**src/rtl/ir_pkg.sv**
```systemverilog
// Shared types for the input-router address generator: FSM states and the
// coordinate record carried through the coordinate queue.
package ir_pkg;

   localparam int IR_ADDR_W = 8;
   localparam int IR_ROW_W  = 4;

   typedef enum logic [1:0] {
      IDLE,
      LOAD,
      GEN
   } ag_state_t;

   typedef struct packed {
      logic [IR_ADDR_W-1:0] x;
      logic [IR_ADDR_W-1:0] y;
      logic [IR_ROW_W-1:0]  row_id;
   } ir_coord_t;

endpackage

```
**src/rtl/ir_coord_fifo.sv**
```systemverilog
// Small synchronous FIFO of window coordinates. A push into a full queue is
// accepted when a pop happens in the same cycle, since the head slot frees up.
module ir_coord_fifo
   import ir_pkg::*;
#(
   parameter int  CQ_DEPTH = 4,
   localparam int PTR_W    = $clog2(CQ_DEPTH),
   localparam int CNT_W    = $clog2(CQ_DEPTH) + 1
) (
   input  logic             i_clk,
   input  logic             i_clr,
   input  logic             i_push,
   input  ir_coord_t        i_data,
   input  logic             i_pop,
   output ir_coord_t        o_data,
   output logic             o_full,
   output logic             o_empty,
   output logic [CNT_W-1:0] o_count
);

   ir_coord_t        r_mem [CQ_DEPTH];
   logic [PTR_W-1:0] r_wr_ptr;
   logic [PTR_W-1:0] r_rd_ptr;
   logic [CNT_W-1:0] r_count;
   logic             w_do_pop;
   logic             w_do_push;

   assign o_full    = (r_count == CNT_W'(CQ_DEPTH));
   assign o_empty   = (r_count == '0);
   assign o_count   = r_count;
   assign o_data    = r_mem[r_rd_ptr];
   assign w_do_pop  = i_pop && !o_empty;
   assign w_do_push = i_push && (!o_full || w_do_pop);

   // Pointer and occupancy bookkeeping; pointers wrap naturally because the depth is a power of two
   always_ff @(posedge i_clk) begin
      if (i_clr) begin
         r_wr_ptr <= '0;
         r_rd_ptr <= '0;
         r_count  <= '0;
      end else begin
         if (w_do_push) begin
            r_mem[r_wr_ptr] <= i_data;
            r_wr_ptr        <= r_wr_ptr + PTR_W'(1);
         end
         if (w_do_pop) begin
            r_rd_ptr <= r_rd_ptr + PTR_W'(1);
         end
         case ({w_do_push, w_do_pop})
            2'b10:   r_count <= r_count + CNT_W'(1);
            2'b01:   r_count <= r_count - CNT_W'(1);
            default: r_count <= r_count;
         endcase
      end
   end

endmodule

```
**src/rtl/ir_addr_gen.sv**
```systemverilog
// Input-router address generator: queues window origins and expands each one
// into its K x K feature-map addresses, row-major, on a valid/ready stream.
// The coordinate record widths come from ir_pkg, so ADDR_WIDTH and ROW_COUNT
// must match IR_ADDR_W and IR_ROW_W.
module ir_addr_gen
   import ir_pkg::*;
#(
   parameter int ROW_COUNT  = IR_ROW_W,
   parameter int ADDR_WIDTH = IR_ADDR_W,
   parameter int K_WIDTH    = 4,
   parameter int CQ_DEPTH   = 4
) (
   input  logic                  i_clk,
   input  logic                  i_rst,
   input  logic                  i_reg_clear,
   input  logic                  i_en,
   input  logic [ADDR_WIDTH-1:0] i_o_x,
   input  logic [ADDR_WIDTH-1:0] i_o_y,
   input  logic [ROW_COUNT-1:0]  i_row_id,
   input  logic [ADDR_WIDTH-1:0] i_start_addr,
   input  logic [ADDR_WIDTH-1:0] i_i_size,
   input  logic [K_WIDTH-1:0]    i_k_size,
   output logic [ADDR_WIDTH-1:0] o_addr,
   output logic [ROW_COUNT-1:0]  o_row_id,
   output logic                  o_valid,
   input  logic                  i_ready,
   output logic                  o_full,
   output logic                  o_overflow,
   output logic                  o_idle
);

   localparam int CNT_W = $clog2(CQ_DEPTH) + 1;

   ag_state_t             r_state;
   logic [ADDR_WIDTH-1:0] r_x;
   logic [ADDR_WIDTH-1:0] r_y;
   logic [ADDR_WIDTH-1:0] r_i_size;
   logic [ADDR_WIDTH-1:0] r_row_base;
   logic [ADDR_WIDTH-1:0] r_addr;
   logic [ROW_COUNT-1:0]  r_row_id;
   logic [K_WIDTH-1:0]    r_keff;
   logic [K_WIDTH-1:0]    r_kx;
   logic [K_WIDTH-1:0]    r_ky;
   logic                  r_valid;
   logic                  r_overflow;

   logic                  w_clr;
   logic                  w_pop;
   logic                  w_full;
   logic                  w_empty;
   logic [CNT_W-1:0]      w_count;
   ir_coord_t             w_push_coord;
   ir_coord_t             w_head;
   logic [ADDR_WIDTH-1:0] w_base;
   logic                  w_kx_last;
   logic                  w_ky_last;

   assign w_clr               = i_rst || i_reg_clear;
   assign w_pop               = (r_state == IDLE) && !w_empty;
   assign w_push_coord.x      = i_o_x;
   assign w_push_coord.y      = i_o_y;
   assign w_push_coord.row_id = i_row_id;
   assign w_base              = i_start_addr + r_y * i_i_size + r_x;
   assign w_kx_last           = (r_kx == r_keff - K_WIDTH'(1));
   assign w_ky_last           = (r_ky == r_keff - K_WIDTH'(1));

   ir_coord_fifo #(
      .CQ_DEPTH (CQ_DEPTH)
   ) u_coord_fifo (
      .i_clk   (i_clk),
      .i_clr   (w_clr),
      .i_push  (i_en),
      .i_data  (w_push_coord),
      .i_pop   (w_pop),
      .o_data  (w_head),
      .o_full  (w_full),
      .o_empty (w_empty),
      .o_count (w_count)
   );

   // Sticky flag recording that a coordinate was dropped because the queue was full
   always_ff @(posedge i_clk) begin
      if (w_clr) begin
         r_overflow <= 1'b0;
      end else if (i_en && w_full && !w_pop) begin
         r_overflow <= 1'b1;
      end
   end

   // Window expansion FSM: pop a coordinate, compute the window base, then walk kx inside ky
   always_ff @(posedge i_clk) begin
      if (w_clr) begin
         r_state    <= IDLE;
         r_x        <= '0;
         r_y        <= '0;
         r_i_size   <= '0;
         r_row_base <= '0;
         r_addr     <= '0;
         r_row_id   <= '0;
         r_keff     <= '0;
         r_kx       <= '0;
         r_ky       <= '0;
         r_valid    <= 1'b0;
      end else begin
         case (r_state)
            IDLE: begin
               if (!w_empty) begin
                  r_x      <= w_head.x;
                  r_y      <= w_head.y;
                  r_row_id <= w_head.row_id;
                  r_state  <= LOAD;
               end
            end
            LOAD: begin
               r_keff     <= (i_k_size == '0) ? K_WIDTH'(1) : i_k_size;
               r_i_size   <= i_i_size;
               r_row_base <= w_base;
               r_addr     <= w_base;
               r_kx       <= '0;
               r_ky       <= '0;
               r_valid    <= 1'b1;
               r_state    <= GEN;
            end
            GEN: begin
               if (r_valid && i_ready) begin
                  if (!w_kx_last) begin
                     r_kx   <= r_kx + K_WIDTH'(1);
                     r_addr <= r_row_base + ADDR_WIDTH'(r_kx) + ADDR_WIDTH'(1);
                  end else if (w_ky_last) begin
                     r_kx    <= '0;
                     r_valid <= 1'b0;
                     r_state <= IDLE;
                  end else begin
                     r_kx       <= '0;
                     r_ky       <= r_ky + K_WIDTH'(1);
                     r_row_base <= r_row_base + r_i_size;
                     r_addr     <= r_row_base + r_i_size;
                  end
               end
            end
            default: begin
               r_valid <= 1'b0;
               r_state <= IDLE;
            end
         endcase
      end
   end

   assign o_addr     = r_addr;
   assign o_row_id   = r_row_id;
   assign o_valid    = r_valid;
   assign o_full     = w_full;
   assign o_overflow = r_overflow;
   assign o_idle     = (r_state == IDLE) && (w_count == '0);

endmodule

```
**config.mk**
```make
export PLATFORM = sky130hd
export DESIGN_NAME = ir_addr_gen
export DESIGN_NICKNAME = d
export VERILOG_FILES = /design/src/rtl/ir_pkg.sv /design/src/rtl/ir_coord_fifo.sv /design/src/rtl/ir_addr_gen.sv
export SDC_FILE = /design/constraint.sdc
export NUM_CORES = 1
export LEC_CHECK = 0
export CORE_UTILIZATION = 59
export DETAILED_ROUTE_END_ITERATION = 12
export HOLD_SLACK_MARGIN = 0.02
export PLACE_DENSITY = 0.81
export SYNTH_ARGS = -nofsm -noshare
export SYNTH_HDL_FRONTEND = slang
export SYNTH_SLANG_ARGS = --single-unit
```
**constraint.sdc**
```tcl
create_clock -name i_clk -period 7.8 [get_ports i_clk]
set_clock_uncertainty 0.2 [all_clocks]
set_input_delay 2.34 -clock i_clk [delete_from_list [all_inputs] [get_ports i_clk]]
set_output_delay 2.34 -clock i_clk [all_outputs]
set_load 0.05 [all_outputs]
```
; Word level (Yosys, flattened, before mapping)
; Memory sizes are Yosys's and may differ from the RTL's. A register that Yosys moved wholly into a read port is not among the register bits.
; Index checks and enable logic that the tools add are counted.
[op_classes]
add_sub_neg = 12
n_mul = 1
n_eq_ne = 13
n_mux = 28
n_bitwise = 2
n_reduce_logical = 23
[ops]
columns = cell, count
row1 = $mux 8, 5
row2 = $pmux 8 s2, 2
row3 = $add 8x8->8, 3
row4 = $mux 4, 6
row5 = $pmux 4 s2, 2
row6 = $reduce_and 4->1, 3
row7 = $ne 2x2->1 const B, 5
row8 = $add 4x1->4 const B, 2
row9 = $add 8x1->8 const B, 1
row10 = $add 8x4->8, 1
row11 = $eq 4x4->1, 2
row12 = $mul 8x8->8, 1
row13 = $mux 2, 4
row14 = $logic_and 1x1->1, 7
row15 = $mux 1, 6
row16 = $pmux 2 s3, 1
row17 = $pmux 3 s2, 1
row18 = $add 2x1->2 const B, 2
row19 = $eq 2x1->1 const B, 2
row20 = $eq 2x2->1 const B, 2
row21 = $logic_not 4->1, 1
row22 = $reduce_and 2->1, 2
row23 = $reduce_bool 2->1, 2
row24 = $sub 4x1->4 const B, 1
row25 = 11 further kinds, 15
[totals]
ff_bits = 47
ramBits = 80
wordCells = 92
n_memories = 1
[mem_list]
columns = name, depth, width, rd, rd_clocked_by_memory_dff, wr, line
row1 = u_coord_fifo.r_mem, 4, 20, 1, 1, 1, ir_coord_fifo.sv:21  ; ir_coord_t r_mem [CQ_DEPTH];

; Logic depth before layout (Yosys ltp)
; Gate-level depths: netlist of the first run.
[depth]
depth_word = 9
ltp_mapped = 18

; Modules after synthesis
; From an unflattened synthesis of the first run, not the netlist that was laid out.
[hier_totals]
hier_cells = 692
hier_area_um2 = 7727.4
[modules_own_cells]
columns = mod, n_inst, cells_per_inst, area_each_um2, seq_area_each_um2
row1 = ir_addr_gen, 1, 534, 4369.2, 1201.2
row2 = ir_coord_fifo, 1, 158, 3358.2, 2582.5

; Worst setup path after synthesis of the first run
; Ideal clock, no wire load.
[synth_timing]
path_type = input -> register
from = input port i_i_size[1]
to = register r_row_base[7]
arrival_ps = 6303
path_slack_ps = 1180
stages = 18
path_buffers = 1
cell_sequence = buf_2 -> nand2_1 -> fa_1 -> inv_1 -> fa_1 -> ha_1 -> fa_1 -> inv_1 -> fa_1 -> inv_1 -> ha_1 -> o21a_1 -> o31a_1 -> o21ai_0 -> nand2b_1 -> mux2_2 -> nand2_1 -> a41o_1
[synth_via]
elab_chain_cells = 4
[synth_rtl]
columns = element, line
row1 = "start, declared", ir_addr_gen.sv:21  ; input logic [ADDR_WIDTH-1:0] i_i_size,
row2 = $mul 8x8->8, ir_addr_gen.sv:63  ; assign w_base = i_start_addr + r_y * i_i_size + r_x;
row3 = $add 8x8->8 (2 in a row), ir_addr_gen.sv:63
row4 = $pmux 8 s2, ir_addr_gen.sv:105  ; case (r_state)
row5 = "end signal, assigned", ir_addr_gen.sv:117  ; r_row_base <= w_base;
row6 = "end signal, assigned", ir_addr_gen.sv:136  ; r_row_base <= r_row_base + r_i_size;
row7 = "end, declared", ir_addr_gen.sv:38  ; logic [ADDR_WIDTH-1:0] r_row_base;
; No other way between the ends.
; A chain may end at the register's enable or synchronous reset.

; Final worst setup path of the first run
; Same ends and word-level chain as after synthesis.

==> impl_metrics.env, run 1 <==
export IMPL_run_status="completed"
export IMPL_worstPathBufferInverterCount=4
export IMPL_slowest_delay_ns=0.64
export IMPL_drc=0
export IMPL_synth_nets=817
export IMPL_grt_first_pass_wirelength_microns=27000
export IMPL_cts_repair_resized=0
export IMPL_worst_r2r_startpoint="r_y[3]$_SDFFE_PP0P_"
export IMPL_synth_seq_cells=147
export IMPL_grt_pass1_vias=5536
export IMPL_timing_final_max_slew_violations=0
export IMPL_setup_ws_ns=0.872
export IMPL_cts_tree="done"
export IMPL_relSlewSlack_pct=25.2
export IMPL_share_of_async_settable_or_async_resettable_flops_after_synthesis_pct=0
export IMPL_final_net_count=869
export IMPL_number_of_placed_i_o_pins=61
export IMPL_fillerInstances=911
export IMPL_timing_critical_path_required_ns=7.91
export IMPL_clkLatencyLatePin_ns=0.42
export IMPL_tritoncts_num_buffers=17
export IMPL_max_clock_path_buffers=2
export IMPL_netlist_cell_type_count=54
export IMPL_cts_post_setup_buffers_inserted=0
export IMPL_grt_max_degree=61
export IMPL_fp_dieArea_sq_mm=0.0136
export IMPL_most_common_cell_in_the_netlist="sky130_fd_sc_hd__nand2_1"
export IMPL_crit_chain="clkdlybuf4s50_1 > nand2_1 > fa_1 > inv_1 > fa_1 > ha_1 > fa_1 > inv_1 > fa_1 > inv_1 > ha_1 > o21a_1 > o31a_1 > o21ai_0 > nand2b_1 > mux2_2 > nand2_1 > a41o_1"
export IMPL_totalPowerFinal_mw=1.90
export IMPL_drt_antenna_violating_nets=0
export IMPL_cts_root_buffer_cell="sky130_fd_sc_hd__clkbuf_16"
export IMPL_cts_sinks=147
export IMPL_post_drt_wl_per_cell_microns=17.7
export IMPL_routabilityCongestion=0.863
export IMPL_worst_hold_path_endpoint="o_addr[3]$_SDFFE_PP0P_"
export IMPL_floorplan_core_area_sq_mm=0.0127
export IMPL_ff2ff_path_depth=17
export IMPL_drt_pre_antenna_iters=5
export IMPL_drv_cap=0
export IMPL_effective_utilization_at_floorplan_pct=61.0
export IMPL_antenna_found_initial=0
export IMPL_finalWorstPathRequiredPeriod_ns=6.93
export IMPL_post_route_cell_area_sq_mm=0.00904
export IMPL_dr_total_vias=5440
export IMPL_holdBufCountCts=0
export IMPL_rows=41
export IMPL_detailedPlacementHpwl_microns=11700
export IMPL_grt_overflow_total=0
export IMPL_detailed_route_iter0_violations=324
export IMPL_post_synth_top_area_fraction_pct=31.0
export IMPL_critical_path_most_common_cell="sky130_fd_sc_hd__fa_1"
export IMPL_avgViaCountPerCell=5.76
export IMPL_cp_data_arrival_time_ns=7.03
export IMPL_portBuffers=60
export IMPL_h_tree_level_count=4
export IMPL_static_leakage_power_nw=3.35
export IMPL_layout_worst_path_cycle_share_pct=88.8
export IMPL_synth_cells=707
export IMPL_setup_viol=0
export IMPL_ys_top_cells_by_count="121 x sky130_fd_sc_hd__nand2_1, 80 x sky130_fd_sc_hd__edfxtp_1, 67 x sky130_fd_sc_hd__dfxtp_1"
export IMPL_regToRegSetupSlack_ns=2.99
export IMPL_cp_slowest_cell="sky130_fd_sc_hd__clkdlybuf4s50_1"
export IMPL_grt_total_usage_pct=26.7
export IMPL_hp_class="reg -> reg"
export IMPL_synth_top_area_cell="sky130_fd_sc_hd__edfxtp_1"
export IMPL_die_extent_in_x_microns=117
export IMPL_preCtsSetupSlack_ns=0.442
export IMPL_worstPathMaxFanout=8
export IMPL_r2r_end="r_row_base[7]$_SDFFE_PP0P_"
export IMPL_number_of_endpoints_with_negative_hold_slack_in_the_final_report=0
export IMPL_synth_main_ff_cell="sky130_fd_sc_hd__edfxtp_1"
export IMPL_path_class="in -> reg"
export IMPL_clk_transition_reported_paths_ns=0.06
export IMPL_timing_hold_worst_start="o_addr[3]$_SDFFE_PP0P_"
export IMPL_crit_path_start_kind="primary input"
export IMPL_max_freq_ghz=0.144
export IMPL_inserted_diodes=0
export IMPL_final_layout_size_suffix_gt1_share_pct=8.29
export IMPL_tightestPinTransition_ns=1.12
export IMPL_unrepaired_setup_endpoints_after_global_routing="false"
export IMPL_post_route_wl_microns=16700
export IMPL_synth_enable_flop_cells=80
export IMPL_placed_cell_area_sq_mm=0.00846
export IMPL_synth_warnings=0
export IMPL_cpLargestDelayFamily="adder cells"
export IMPL_critical_path_endpoint_type="flop"
export IMPL_setup_tns_final_ns=0
export IMPL_area_growth_syn_to_layout_pct=16.5
export IMPL_synthTopCellsByArea="sky130_fd_sc_hd__edfxtp_1 31%, sky130_fd_sc_hd__dfxtp_1 17%, sky130_fd_sc_hd__fa_1 6.4%"
export IMPL_power_per_cell_area_mw_per_mm2=211
export IMPL_post_synth_cell_area_avg_sq_um=11.0
export IMPL_hold_worst_slack_ns=0.252
export IMPL_worst_ir_drop_vdd_mv=0.217
export IMPL_yosysSeqAreaShare_pct=48.2
export IMPL_synthesis_area_sq_mm=0.00776
export IMPL_die_height_microns=117
export IMPL_timing_hold_worst_path_depth=2
## report_power, final
group          internal [mW]  leakage [nW]  switching [mW]  total (mW)
Combinational          0.108          1.81           0.151       0.259
Sequential             0.831          1.26          0.0148       0.846
Clock                  0.473         0.277           0.327       0.799
Total                   1.41          3.35           0.492        1.90
## state kept, by name, summed over array words and instances (netlist names)
signal                 flops
o_overflow                 1
r_i_size                   8
o_row_id                   4
u_coord_fifo.o_count       3
o_addr                     8
r_keff                     4
r_ky                       4
r_row_base                 8
u_coord_fifo.r_wr_ptr      2
r_y                        8
r_x                        8
u_coord_fifo.r_mem        80
r_state                    2
o_valid                    1
r_kx                       4
u_coord_fifo.r_rd_ptr      2
## cell usage in the layout (no fill, tap or decap), types with 6 or more instances in the layout
cell type	n
sky130_fd_sc_hd__nor3_1	12
sky130_fd_sc_hd__nand2_1	121
sky130_fd_sc_hd__edfxtp_1	80
sky130_fd_sc_hd__clkdlybuf4s50_1	60
sky130_fd_sc_hd__a21oi_1	56
sky130_fd_sc_hd__and2_1	11
sky130_fd_sc_hd__o21ai_0	15
sky130_fd_sc_hd__o211ai_1	8
sky130_fd_sc_hd__a211oi_1	6
sky130_fd_sc_hd__nor2_1	41
sky130_fd_sc_hd__dfxtp_1	67
sky130_fd_sc_hd__clkbuf_16	17
sky130_fd_sc_hd__xnor2_1	20
sky130_fd_sc_hd__fa_1	25
sky130_fd_sc_hd__inv_1	56
sky130_fd_sc_hd__nor2b_1	7
sky130_fd_sc_hd__mux4_2	20
sky130_fd_sc_hd__xor2_1	16
sky130_fd_sc_hd__nand3_1	6
sky130_fd_sc_hd__ha_1	40
## how the worst max path moves through the flow
stage	slack, ns	startpoint	depth (start not counted)	endpoint
global placement	0.53	i_i_size[1]	18	r_row_base[7]$_SDFFE_PP0P_
floorplan	1.18	i_i_size[1]	18	r_row_base[7]$_SDFFE_PP0P_
global route	0.63	i_i_size[1]	18	r_row_base[7]$_SDFFE_PP0P_
CTS	0.87	i_i_size[1]	18	r_row_base[7]$_SDFFE_PP0P_
finish	0.87	i_i_size[1]	18	r_row_base[7]$_SDFFE_PP0P_
detailed placement	0.44	i_i_size[1]	18	r_row_base[7]$_SDFFE_PP0P_
## area by class of cell
class,count,area [sq um],area share (%)
repair buffers,64,631,6.97
inverters,57,214,2.37
clock inverters,15,155,1.72
clock buffers,17,425,4.70
flip-flops and latches,147,3740,41.4
multi-input cells,472,3660,40.5
well taps,172,215,2.38
## metrics by stage
stage                     utilization [%]  instances
after CTS                            71.1        944
after floorplan                         -        707
after global routing                 71.1        944
final                                71.1        944
after detailed placement             66.5        912
after global placement               66.5        912
## logic make-up (layout without fill, tap and decap cells)
| kind of cell | Yosys count | in the layout | synth area share [%] |
|---|---|---|---|
| flip-flops | 147 | 147 | 48.2 |
| AND/OR/NAND/NOR | 219 | 219 | 12.5 |
| XOR/XNOR | 41 | 41 | 5.51 |
| AO/OA/AOI/OAI | 121 | 121 | 9.69 |
| adder cells (fa/ha/maj) | 65 | 65 | 12.9 |
| buffers and inverters | 88 | 153 | 4.59 |
| multiplexers | 26 | 26 | 6.61 |
## metal layers
metal / wire (microns) / part of all wire, % / track usage, %
met5: 0 / 0 / 0
met4: 393 / 2.4 / 10.8
met3: 832 / 5.0 / 5.45
met2: 8530 / 51 / 45.8
met1: 6950 / 42 / 33.3
## worst min-delay path, cell delays in order, from the launching register on
cell	delay, ns
sky130_fd_sc_hd__dfxtp_1	0.31
sky130_fd_sc_hd__nand2_1	0.05
sky130_fd_sc_hd__a21oi_1	0.05
(Power assumes the default switching activity.)
==> inputs of run 2 (changes only) <==
--- a/config.mk
+++ b/config.mk
@@ -5,10 +5,11 @@
 export SDC_FILE = /design/constraint.sdc
 export NUM_CORES = 1
 export LEC_CHECK = 0
-export CORE_UTILIZATION = 59
+export CORE_UTILIZATION = 50
 export DETAILED_ROUTE_END_ITERATION = 12
 export HOLD_SLACK_MARGIN = 0.02
-export PLACE_DENSITY = 0.81
+export MAX_ROUTING_LAYER = met4
+export PLACE_DENSITY = 0.7
 export SYNTH_ARGS = -nofsm -noshare
 export SYNTH_HDL_FRONTEND = slang
 export SYNTH_SLANG_ARGS = --single-unit
==> run 2 against run 1 <==
Power increased by 0.70%. Flip-flop and latch count unchanged. Final area increased by 0.36%. Utilization decreased by 11 points. Global-route usage decreased by 4.4 points. First-iteration DRC count increased by 17%. Critical path depth unchanged. Sequential share of layout area decreased by 0.15 points. Critical endpoint unchanged. Wire length decreased by 3.1%. Non-clock buffer count decreased by 1.
==> impl_metrics.env, run 2 (same netlist as run 1, synthesis figures left out) <==
export IMPL_run_status="completed"
export IMPL_multi_input_area_sq_mm=0.00366
export IMPL_max_freq_ghz=0.142
export IMPL_crit_path_start_kind="primary input"
export IMPL_detailed_route_iter0_violations=379
export IMPL_clkLatencyLatePin_ns=0.42
export IMPL_crit_chain="clkdlybuf4s50_1 > nand2_1 > fa_1 > inv_1 > fa_1 > ha_1 > fa_1 > inv_1 > fa_1 > inv_1 > ha_1 > o21a_1 > o31a_1 > o21ai_0 > nand2b_1 > mux2_2 > nand2_1 > a41o_1"
export IMPL_critical_path_endpoint_type="flop"
export IMPL_inserted_diodes=0
export IMPL_wl_met1_microns=7440
export IMPL_cp_data_arrival_time_ns=7.15
export IMPL_met3_length_microns=597
export IMPL_detailedPlacementHpwl_microns=11400
export IMPL_critical_path_most_common_cell="sky130_fd_sc_hd__fa_1"
export IMPL_cts_tree="done"
export IMPL_grt_overflow_total=0
export IMPL_cts_root_buffer_cell="sky130_fd_sc_hd__clkbuf_16"
export IMPL_area_growth_syn_to_layout_pct=17.0
export IMPL_unrepaired_setup_endpoints_after_global_routing="false"
export IMPL_relSlewSlack_pct=26.2
export IMPL_layout_worst_path_cycle_share_pct=90.2
export IMPL_layout_commonest_cell="sky130_fd_sc_hd__nand2_1"
export IMPL_post_drt_wl_per_cell_microns=16.9
export IMPL_dr_total_vias=5269
export IMPL_drc=0
export IMPL_rows=45
export IMPL_routabilityCongestion=0.849
export IMPL_antenna_found_initial=0
export IMPL_cts_post_setup_buffers_inserted=0
export IMPL_avgViaCountPerCell=5.49
export IMPL_worstPathMaxFanout=8
export IMPL_grt_pass1_vias=5345
export IMPL_timing_final_max_slew_violations=0
export IMPL_grt_total_usage_pct=22.4
export IMPL_number_of_placed_i_o_pins=61
export IMPL_p_seq_share_pct=44.0
export IMPL_fillerInstances=1229
export IMPL_h_tree_level_count=4
export IMPL_setup_viol=0
export IMPL_clk_transition_reported_paths_ns=0.07
export IMPL_path_class="in -> reg"
export IMPL_p_sw_mw=0.544
export IMPL_power_per_cell_area_mw_per_mm2=211
export IMPL_die_extent_in_x_microns=127
export IMPL_largest_register="u_coord_fifo.r_mem"
export IMPL_cts_repair_resized=0
export IMPL_worst_ir_drop_vdd_mv=0.193
export IMPL_routed_wl_met2_microns=8060
export IMPL_tritoncts_num_buffers=17
export IMPL_holdBufCountCts=0
export IMPL_p_sw_share_pct=28.4
export IMPL_setup_tns_final_ns=0
export IMPL_drv_cap=0
export IMPL_max_clock_path_buffers=2
export IMPL_grt_first_pass_wirelength_microns=26600
export IMPL_top_layer="met4"
export IMPL_final_net_count=868
export IMPL_grt_max_degree=61
export IMPL_cpLargestDelayFamily="adder cells"
export IMPL_combinationalPowerShare_pct=13.4
export IMPL_fin_cells=959
export IMPL_drt_antenna_violating_nets=0
export IMPL_cts_sinks=147
export IMPL_fp_dieArea_sq_mm=0.0160
export IMPL_die_height_microns=127
export IMPL_clockPowerShare_pct=42.5
export IMPL_effective_utilization_at_floorplan_pct=51.1
export IMPL_drt_pre_antenna_iters=5
export IMPL_slowest_delay_ns=0.65
export IMPL_static_leakage_power_nw=3.36
export IMPL_largest_reg_flops=80
export IMPL_hp_class="reg -> reg"
export IMPL_dp_cells=927
export IMPL_number_of_endpoints_with_negative_hold_slack_in_the_final_report=0
export IMPL_seqCellArea_sq_mm=0.00374
export IMPL_portBuffers=60
export IMPL_floorplan_core_area_sq_mm=0.0152
export IMPL_worstPathBufferInverterCount=4
export IMPL_power_report_internal_total_mw=1.37
export IMPL_finalWorstPathRequiredPeriod_ns=7.04
export IMPL_cp_slowest_cell="sky130_fd_sc_hd__clkdlybuf4s50_1"
export IMPL_final_layout_size_suffix_gt1_share_pct=8.43
export IMPL_tightestPinTransition_ns=1.10
export IMPL_post_route_wl_microns=16200
export IMPL_mostFrequentLayoutCells="121 x sky130_fd_sc_hd__nand2_1, 80 x sky130_fd_sc_hd__edfxtp_1, 67 x sky130_fd_sc_hd__dfxtp_1, 60 x sky130_fd_sc_hd__clkdlybuf4s50_1"
export IMPL_timing_critical_path_required_ns=7.91
[run 2: metrics by stage]
stage / cell area [sq um] / worst slack, ns / power, mW / hold slack (ns) / utilization, %
finish: 9080 / 0.761 / 1.92 / 0.261 / 59.7
global route: 9080 / 0.588 / 1.99 / 0.287 / 59.7
CTS: 9080 / 0.834 / 1.93 / 0.260 / 59.7
detailed placement: 8480 / 0.399 / 1.12 / 0.251 / 55.8
global placement: 8480 / 0.516 / 1.11 / 0.245 / 55.8
floorplan: 7760 / 1.18 / 1.04 / 0.236 / -
[run 2: metal layers]
metal | vias up | global-route usage [%]
met2 | 111 | 36.7
met5 | - | -
li1 | 2572 | -
met4 | 0 | 5.53
met3 | 9 | 4.68
met1 | 2577 | 28.4
[run 2: final cells by class]
class / count / area share [%]
inverter: 57 / 2.36
sequential: 147 / 41.2
clock inverter: 15 / 1.93
timing repair buffer: 63 / 6.86
clock buffer: 17 / 4.69
tap: 188 / 2.59
multi-input combinational: 472 / 40.3
[run 2: worst min-delay path, stage by stage, from the launching register on]
cell	delay [ns]
sky130_fd_sc_hd__dfxtp_1	0.31
sky130_fd_sc_hd__nand2_1	0.05
sky130_fd_sc_hd__a21oi_1	0.05
[run 2: worst paths after layout]
kind                                 start                    endpoint  slack (ns)  cells past startpoint
hold / removal    o_row_id[0]$_SDFFE_PP0P_    o_row_id[0]$_SDFFE_PP0P_        0.26                      2
setup / recovery               i_i_size[1]  r_row_base[7]$_SDFFE_PP0P_        0.76                     18
hold reg to reg   o_row_id[0]$_SDFFE_PP0P_    o_row_id[0]$_SDFFE_PP0P_        0.26                      2
setup reg to reg       r_y[3]$_SDFFE_PP0P_  r_row_base[7]$_SDFFE_PP0P_        2.90                     17
[run 2: power groups by stage]
| stage | Combinational [mW] | Clock, mW | Sequential (mW) |
|---|---|---|---|
| 2_1_floorplan | 0.175 | 0 | 0.863 |
| 3_3_place_gp | 0.250 | 0 | 0.861 |
| 3_5_place_dp | 0.259 | 0 | 0.862 |
| 4_1_cts | 0.260 | 0.828 | 0.844 |
| 5_1_grt | 0.288 | 0.860 | 0.846 |
| 6_report | 0.258 | 0.815 | 0.844 |
